`src/rtl/mdu_sequencer.sv`:
```
// Sequencer for the EXE-stage multiply/divide unit: issues one multiplier or divider
// operation per instruction, stalls the pipe until the result lands, then writes HI/LO once.
module mdu_sequencer #(
    parameter int unsigned MUL_LAT = 2,
    parameter int unsigned CNT_W   = 3
) (
    input  logic        clk,
    input  logic        resetn,
    input  logic [3:0]  exe_op,
    input  logic        exe_adv,
    input  logic [31:0] src_a,
    input  logic [31:0] src_b,
    input  logic        flush,
    output logic        mul_start,
    output logic        mul_signed,
    input  logic [63:0] mul_prod,
    output logic        div_start,
    output logic        div_signed,
    output logic        div_abort,
    input  logic        div_done,
    input  logic [31:0] div_quot,
    input  logic [31:0] div_rem,
    output logic        mdu_stall,
    output logic        hilo_we,
    output logic [1:0]  hilo_acc,
    output logic [31:0] hilo_hi,
    output logic [31:0] hilo_lo
);

    localparam logic [3:0] OP_MULT  = 4'd1;
    localparam logic [3:0] OP_MULTU = 4'd2;
    localparam logic [3:0] OP_DIV   = 4'd3;
    localparam logic [3:0] OP_DIVU  = 4'd4;
    localparam logic [3:0] OP_MADD  = 4'd5;
    localparam logic [3:0] OP_MADDU = 4'd6;
    localparam logic [3:0] OP_MSUB  = 4'd7;
    localparam logic [3:0] OP_MSUBU = 4'd8;

    localparam logic [1:0] ACC_SET = 2'b00;
    localparam logic [1:0] ACC_ADD = 2'b01;
    localparam logic [1:0] ACC_SUB = 2'b10;

    typedef enum logic [2:0] {
        S_IDLE = 3'd0,
        S_MUL  = 3'd1,
        S_DIV  = 3'd2,
        S_DONE = 3'd3,
        S_HOLD = 3'd4
    } state_t;

    state_t             state_q;
    state_t             state_d;
    logic [CNT_W-1:0]   cnt_q;
    logic               sgn_q;
    logic [1:0]         acc_q;
    logic [31:0]        hi_q;
    logic [31:0]        lo_q;

    logic               op_mul;
    logic               op_div;
    logic               op_sgn;
    logic [1:0]         op_acc;
    logic               op_valid;
    logic               issue;
    logic               div_zero;
    logic               cnt_zero;

    // Opcode decode; unused encodings fall through as NONE
    always_comb begin
        op_mul = 1'b0;
        op_div = 1'b0;
        op_sgn = 1'b0;
        op_acc = ACC_SET;
        case (exe_op)
            OP_MULT:  begin op_mul = 1'b1; op_sgn = 1'b1; end
            OP_MULTU: op_mul = 1'b1;
            OP_DIV:   begin op_div = 1'b1; op_sgn = 1'b1; end
            OP_DIVU:  op_div = 1'b1;
            OP_MADD:  begin op_mul = 1'b1; op_sgn = 1'b1; op_acc = ACC_ADD; end
            OP_MADDU: begin op_mul = 1'b1; op_acc = ACC_ADD; end
            OP_MSUB:  begin op_mul = 1'b1; op_sgn = 1'b1; op_acc = ACC_SUB; end
            OP_MSUBU: begin op_mul = 1'b1; op_acc = ACC_SUB; end
            default:  ;
        endcase
    end

    // Reset gates the issue path so every output reads 0 while resetn is low
    assign op_valid = op_mul | op_div;
    assign issue    = resetn & (state_q == S_IDLE) & op_valid & ~flush;
    assign div_zero = (src_b == 32'd0);
    assign cnt_zero = (cnt_q == '0);

    always_ff @(posedge clk or negedge resetn) begin
        if (!resetn) begin
            state_q <= S_IDLE;
        end else begin
            state_q <= state_d;
        end
    end

    // Flush overrides every transition, including a coincident result
    always_comb begin
        state_d = state_q;
        case (state_q)
            S_IDLE: begin
                if (issue) begin
                    if (op_mul)        state_d = S_MUL;
                    else if (div_zero) state_d = S_DONE;
                    else               state_d = S_DIV;
                end
            end
            S_MUL: begin
                if (flush)         state_d = S_IDLE;
                else if (cnt_zero) state_d = S_DONE;
            end
            S_DIV: begin
                if (flush)         state_d = S_IDLE;
                else if (div_done) state_d = S_DONE;
            end
            S_DONE: begin
                if (flush | exe_adv) state_d = S_IDLE;
                else                 state_d = S_HOLD;
            end
            S_HOLD: begin
                if (flush | exe_adv) state_d = S_IDLE;
            end
            default: state_d = S_IDLE;
        endcase
    end

    always_comb begin
        mul_start  = issue & op_mul;
        div_start  = issue & op_div & ~div_zero;
        mul_signed = (mul_start & op_sgn) | ((state_q == S_MUL) & sgn_q);
        div_signed = (div_start & op_sgn) | ((state_q == S_DIV) & sgn_q);
        div_abort  = (state_q == S_DIV) & flush;
        hilo_we    = (state_q == S_DONE) & ~flush;
        mdu_stall  = resetn & op_valid & ~flush &
                     ((state_q == S_IDLE) | (state_q == S_MUL) | (state_q == S_DIV));
        hilo_acc   = acc_q;
        hilo_hi    = hi_q;
        hilo_lo    = lo_q;
    end

    // Op attributes latched at issue; result captured only when not flushed
    always_ff @(posedge clk or negedge resetn) begin
        if (!resetn) begin
            cnt_q <= '0;
            sgn_q <= 1'b0;
            acc_q <= ACC_SET;
            hi_q  <= 32'd0;
            lo_q  <= 32'd0;
        end else begin
            if (issue) begin
                sgn_q <= op_sgn;
                acc_q <= op_acc;
            end
            case (state_q)
                S_IDLE: begin
                    if (issue) begin
                        if (op_mul) begin
                            cnt_q <= CNT_W'(MUL_LAT - 1);
                        end else if (div_zero) begin
                            hi_q <= src_a;
                            lo_q <= 32'hFFFF_FFFF;
                        end
                    end
                end
                S_MUL: begin
                    if (!cnt_zero) begin
                        cnt_q <= cnt_q - CNT_W'(1);
                    end else if (!flush) begin
                        hi_q <= mul_prod[63:32];
                        lo_q <= mul_prod[31:0];
                    end
                end
                S_DIV: begin
                    if (div_done && !flush) begin
                        hi_q <= div_rem;
                        lo_q <= div_quot;
                    end
                end
                default: ;
            endcase
        end
    end

endmodule

```
`config.mk`:
```
export PLATFORM = sky130hd
export DESIGN_NAME = mdu_sequencer
export DESIGN_NICKNAME = d
export VERILOG_FILES = /design/src/rtl/mdu_sequencer.sv
export SDC_FILE = /design/constraint.sdc
export NUM_CORES = 1
export LEC_CHECK = 0
export CORE_ASPECT_RATIO = 2
export CORE_MARGIN = 2
export CORE_UTILIZATION = 32
export CTS_CLUSTER_DIAMETER = 100
export DETAILED_ROUTE_END_ITERATION = 16
export PLACE_DENSITY = 0.69
export SETUP_SLACK_MARGIN = 0.3
export SLEW_MARGIN = 20
export SYNTH_ARGS = -nofsm -noshare
export SYNTH_HDL_FRONTEND = slang
export SYNTH_SLANG_ARGS = --single-unit
export TNS_END_PERCENT = 50
```
`constraint.sdc`:
```
create_clock -name clk -period 2.8 [get_ports clk]
set_clock_uncertainty 0.1 [all_clocks]
set_input_delay 0.42 -clock clk [delete_from_list [all_inputs] [get_ports clk]]
set_output_delay 0.42 -clock clk [all_outputs]
set_load 0.005 [all_outputs]
```
# Word-level counts from Yosys, hierarchy flattened
# Cells that the tools add are included.
dict set report word_totals {
  in_bits 201
  out_inout_bits 73
  mem_bits_ro 0
  latchBits 0
  ff_bits 73
  mem_count 0
  mem_bits_rw 0
  word_cells 100
}
dict set report classes {
  bitwise 23
  add_sub_neg 1
  multipliers 0
  n_reduce_logical 15
  div_mod_pow 0
  order_cmp 0
  eq_ne 23
  shifts 0
  mux 32
}
# cell count
set ops {}
lappend ops {{32-bit 2-to-1 mux} 12}
lappend ops {{32-bit case mux with 3 select lines} 2}
lappend ops {{32-bit logical NOT} 1}
lappend ops {{3-bit 2-to-1 mux} 10}
lappend ops {{4-bit by 3-bit == test with 1-bit output (second input constant)} 4}
lappend ops {{2-bit inequality test (second input constant)} 8}
lappend ops {{1-bit AND} 15}
lappend ops {{3-bit case mux with 5 select lines} 1}
lappend ops {{4-bit by 2-bit == test with 1-bit output (second input constant)} 2}
lappend ops {{4-bit AND reduction} 2}
lappend ops {{7-bit AND reduction} 1}
lappend ops {{3-bit by 2-bit == test with 1-bit output (second input constant)} 2}
lappend ops {{3-bit logical NOT} 2}
lappend ops {{3-bit inequality test (second input constant)} 2}
lappend ops {{1-bit OR} 6}
lappend ops {{3-bit case mux with 2 select lines} 1}
lappend ops {{2-bit OR reduction} 3}
lappend ops {{6-bit OR reduction} 1}
lappend ops {{4-bit by 1-bit == test with 1-bit output (second input constant)} 1}
lappend ops {{4-bit == test (second input constant)} 1}
lappend ops {{1-bit 2-to-1 mux} 4}
lappend ops {{2-bit case mux with 2 select lines} 1}
lappend ops {{4-bit OR reduction} 1}
lappend ops {{3-bit by 1-bit == test with 1-bit output (second input constant)} 1}
lappend ops {{9 further kinds} 10}

# Depth between registers and ports, before layout
dict set report depth {
  depth_word 10
  mapped_depth 8
  ltp_nobuf 7
}

# Least setup slack after synthesis
# No wires, ideal clock.
dict set report synth_timing {
  kind {input -> output}
  start {input exe_op[1]}
  end {output div_signed}
  arrival_ns 1.704
  n_path_buf 1
  path_slack_ns 0.576
  cell_stages 6
  path_cell_list {buf_2 o31a_1 nor3_1 nand2_1 nor3_1 a22o_1}
}
dict set report synth_via {
  elab_chain_len 10
}
# element line_no
set synth_rtl {}
lappend synth_rtl {{start, declared} 9} ;# input logic [3:0] exe_op,
lappend synth_rtl {{4-bit == test, or another cell as far along} 74} ;# case (exe_op)
lappend synth_rtl {{6-bit OR reduction (no source line) or 2-bit OR reduction (tied branches)} -}
lappend synth_rtl {{1-bit 2-to-1 mux} 74}
lappend synth_rtl {{1-bit OR} 88} ;# assign op_valid = op_mul | op_div;
lappend synth_rtl {{1-bit AND (2 in series)} 89} ;# assign issue = resetn & (state_q == S_IDLE) & op_valid & ~flush;
lappend synth_rtl {{1-bit AND * (2 in series)} 133} ;# div_start = issue & op_div & ~div_zero;
lappend synth_rtl {{net div_start} 17} ;# output logic div_start,
lappend synth_rtl {{1-bit AND *} 135} ;# div_signed = (div_start & op_sgn) | ((state_q == S_DIV) & sgn_q);
lappend synth_rtl {{1-bit OR *} 135}
lappend synth_rtl {{end, declared} 18} ;# output logic div_signed,
# Mark *: on every way through the listed nets, which the timed path passes. The rest lies on a longest branch.

# Final worst setup path
dict set report layout_timing {
  start {input exe_op[3]}
  end {register acc_q[1] (netlist: hilo_acc[1])}
}
dict set report layout_via {
  elab_chain_len 6
}
# element line_no
set layout_rtl {}
lappend layout_rtl {{4-bit == test, or another cell as far along} 74}
lappend layout_rtl {{6-bit OR reduction (no source line) or 2-bit OR reduction (tied branches)} -}
lappend layout_rtl {{1-bit 2-to-1 mux} 74}
lappend layout_rtl {{1-bit OR} 88}
lappend layout_rtl {{1-bit AND (2 in series)} 89}
lappend layout_rtl {{end signal, assigned} 156} ;# acc_q <= op_acc;
lappend layout_rtl {{end, declared} 55} ;# logic [1:0] acc_q;
# Several ways; a longest one is shown, not always the timed one.
# A chain may end at the register's enable or synchronous reset.

==> impl_results.md <==
- TritonCTS clock tree: built
- Routability Congestion: 0.857
- Final Total Pwr: 6.37 mW
- Antenna fix cells: 0
- Effective utilization at floorplan: 32.5%
- Number of flops mapped to enable cells by yosys: 0
- CP required: 2.92 ns
- Total Wirelength: 16,500 um
- P per Cell Area: 783 nW/um^2
- Worst Setup End Kind: flip-flop
- 1st-iter DRT viols: 157
- Hold slack: 0.0604 ns
- Seq/Total Area, Yosys: 40.7%
- Post-route ant nets: 0
- Max clock buf depth: 2
- First-pass GRT wire length: 23,800 um
- H-tree Lvls: 3
- Final net count: 923
- Die height: 171 um
- Fin. Hold Viols: 0
- Layout cells sized above 1: 21.7%
- Syn Inst Count: 427
- Post-Syn Nets: 630
- CP Class: primary input to flip-flop
- Via/cell ratio: 5.02
- Largest delay share family, worst path: buffers and inverters
- Maximum net fanout on the critical path: 5
- Post-DP Area: 7500 sq um
- Post-route core utilization: 58.9%
- Syn avg cell area: 10.5 sq um
- CP max stage cell: dlygate4sd2_1
- Clk root buf: clkbuf_16
- Synthesized flop and latch total: 73
- I/O pin count: 274
- # Max-Cap Violations: 0
- 1st-pass router iterations: 4
- Fin crit period: 2.53 ns
- HP Class: primary input to asynchronous set/reset pin
- CP peak stage delay: 0.29 ns
- Synth async-reset ratio: 100%
- Largest net degree at the start of global routing: 77
- Layout fillers: 1,154
- Max VDD drop: 0.484 mV
- Yosys warning total: 0
- Netlist cell types: 39
- CP Data Arrival Time: 2.65 ns
- Total clock sinks: 73
- Fin cells: 914
- Worst slew margin: 62.2%
- Post-Synthesis Cell Area: 4480 sq um
- CP cell instances: dlygate4sd2_1, o31a_1, nor3_4, nand2_1, buf_4, buf_4, buf_4, buf_6, buf_6, buf_4, buf_6, buf_6, buf_4, buf_6, mux2_4
- Critical path startpoint category: primary input
- Cell row count: 61
- Most frequent cells in the layout: clkdlybuf4s50_1 (237), dfrtp_1 (70), mux2_4 (62)
- Vias in the first global route: 4,731
- Final setup fails: 0
- DIE AREA: 15,000 sq um
- Total congestion overflow: 0
- Fmax: 0.395 GHz
- Synth Flop Type: dfrtp_1
- Num CTS Buffers: 9
- Clk slew on worst S/H paths: 0.06 ns
- Chip width: 87.7 um
- Fin area: 8130 sq um
- Commonest non-fill, non-tap cell in the layout: clkdlybuf4s50_1
- DP HPWL: 12,200 um
- Layout area overhead: 81.4%
- Routed wire per std cell: 18.1 um
- Status: finished, final reports clean
- Insertion delay to the later sink of the worst-skew pair: 0.32 ns
- Crit share post-route: 90.4%
- # port buffers: 273
- Antenna violations before repair: 0
- P_leak: 3.57 nW
- Drc violations: 0
- Core Footprint: 13,800 sq um
- Placed cells: 877
- Actual slew at the worst max-slew pin: 0.567 ns
- Slew Viols, Final: 0
- RSZ-0062 raised after global routing: no
- Crit path buffers/inverters: 11
- Tot GR Track Use: 20.5%
- Via count: 4,584
## sequential cells by signal (all words and copies together), names as in the netlist
register	cells
sgn_q	1
state_q	3
hilo_lo	32
hilo_hi	32
hilo_acc	2
cnt_q	3
## cell families after synthesis
group                    after synthesis  share of synthesized area, %
AND/OR/NAND/NOR                      123                          14.6
AO/OA/AOI/OAI                        119                          17.4
flip-flops                            73                          40.7
multiplexers                          67                          21.8
buffers and inverters                 42                          4.69
adder cells (fa/ha/maj)                2                         0.558
XOR/XNOR                               1                         0.195
## metal layers
metal | vias up | wire length, um | global-route usage [%]
li1 | 2147 | - | -
met1 | 2192 | 5800 | 21.1
met2 | 210 | 9370 | 39.3
met3 | 35 | 895 | 4.03
met4 | 0 | 476 | 8.03
met5 | - | 0 | 0
## final timing paths
check | start | end | slack, ns | cells after the start
min in group clk | hilo_acc[0]$_DFFE_PN0P_ | hilo_acc[0]$_DFFE_PN0P_ | 0.38 | 2
worst max-delay path | exe_op[3] | hilo_acc[1]$_DFFE_PN0P_ | 0.27 | 15
max in group asynchronous | resetn | hilo_hi[15]$_DFFE_PN0P_ | 1.62 | 3
worst min-delay path | resetn | hilo_hi[31]$_DFFE_PN0P_ | 0.06 | 2
worst min register to register | hilo_acc[0]$_DFFE_PN0P_ | hilo_acc[0]$_DFFE_PN0P_ | 0.38 | 2
worst max register to register | state_q[0]$_DFFE_PN0P_ | hilo_acc[1]$_DFFE_PN0P_ | 0.32 | 13
## final cells by class
class | count | area, sq um | area share (%)
Tap cell | 189 | 236 | 2.91
Timing Repair Buffer | 321 | 3180 | 39.1
Clock buffer | 10 | 229 | 2.81
Sequential cell | 73 | 1830 | 22.5
Inverter | 3 | 11.3 | 0.138
Clock inverter | 6 | 90.1 | 1.11
Multi-Input combinational cell | 312 | 2560 | 31.4
## synth_stat cells (2+ instances only)
library cell,count,area [sq um]
nor4_1,10,62.6
mux2_4,60,901
dfrtp_1,73,1830
o22ai_1,32,200
a21oi_1,5,25.0
buf_2,6,30.0
nand2_1,43,161
nor2b_1,3,18.8
nor3_1,7,35.0
a22oi_1,32,240
ha_1,2,25.0
buf_6,6,67.6
nor4b_1,2,17.5
nand3_1,2,10.0
nand2b_1,40,250
a21o_1,3,22.5
inv_1,3,11.3
mux2_2,6,67.6
o21ai_0,35,175
clkbuf_1,27,101
nor2_1,10,37.5
o31ai_1,2,15.0
o31a_1,2,17.5
## where the power goes
group | internal (mW) | switching [mW]
sequential | 1.57 | 0.302
combinational | 2.13 | 1.15
clock | 0.783 | 0.441
total | 4.48 | 1.89
## through the flow
step	setup slack (ns)	TNS [ns]
after global placement	-0.191	-0.450
after CTS	0.226	0
after global routing	0.216	0
final	0.269	0
after detailed placement	-0.255	-0.951
after floorplan	0.576	0
## timing repair
item	4_1_cts	5_1_grt
pin swaps	11	19
endpoints found under the hold margin	0	0
hold buffers	0	0
setup endpoints to repair	6	72
resized for setup	36	47
setup buffers	12	9
Power figures use the tool's default switching activity.
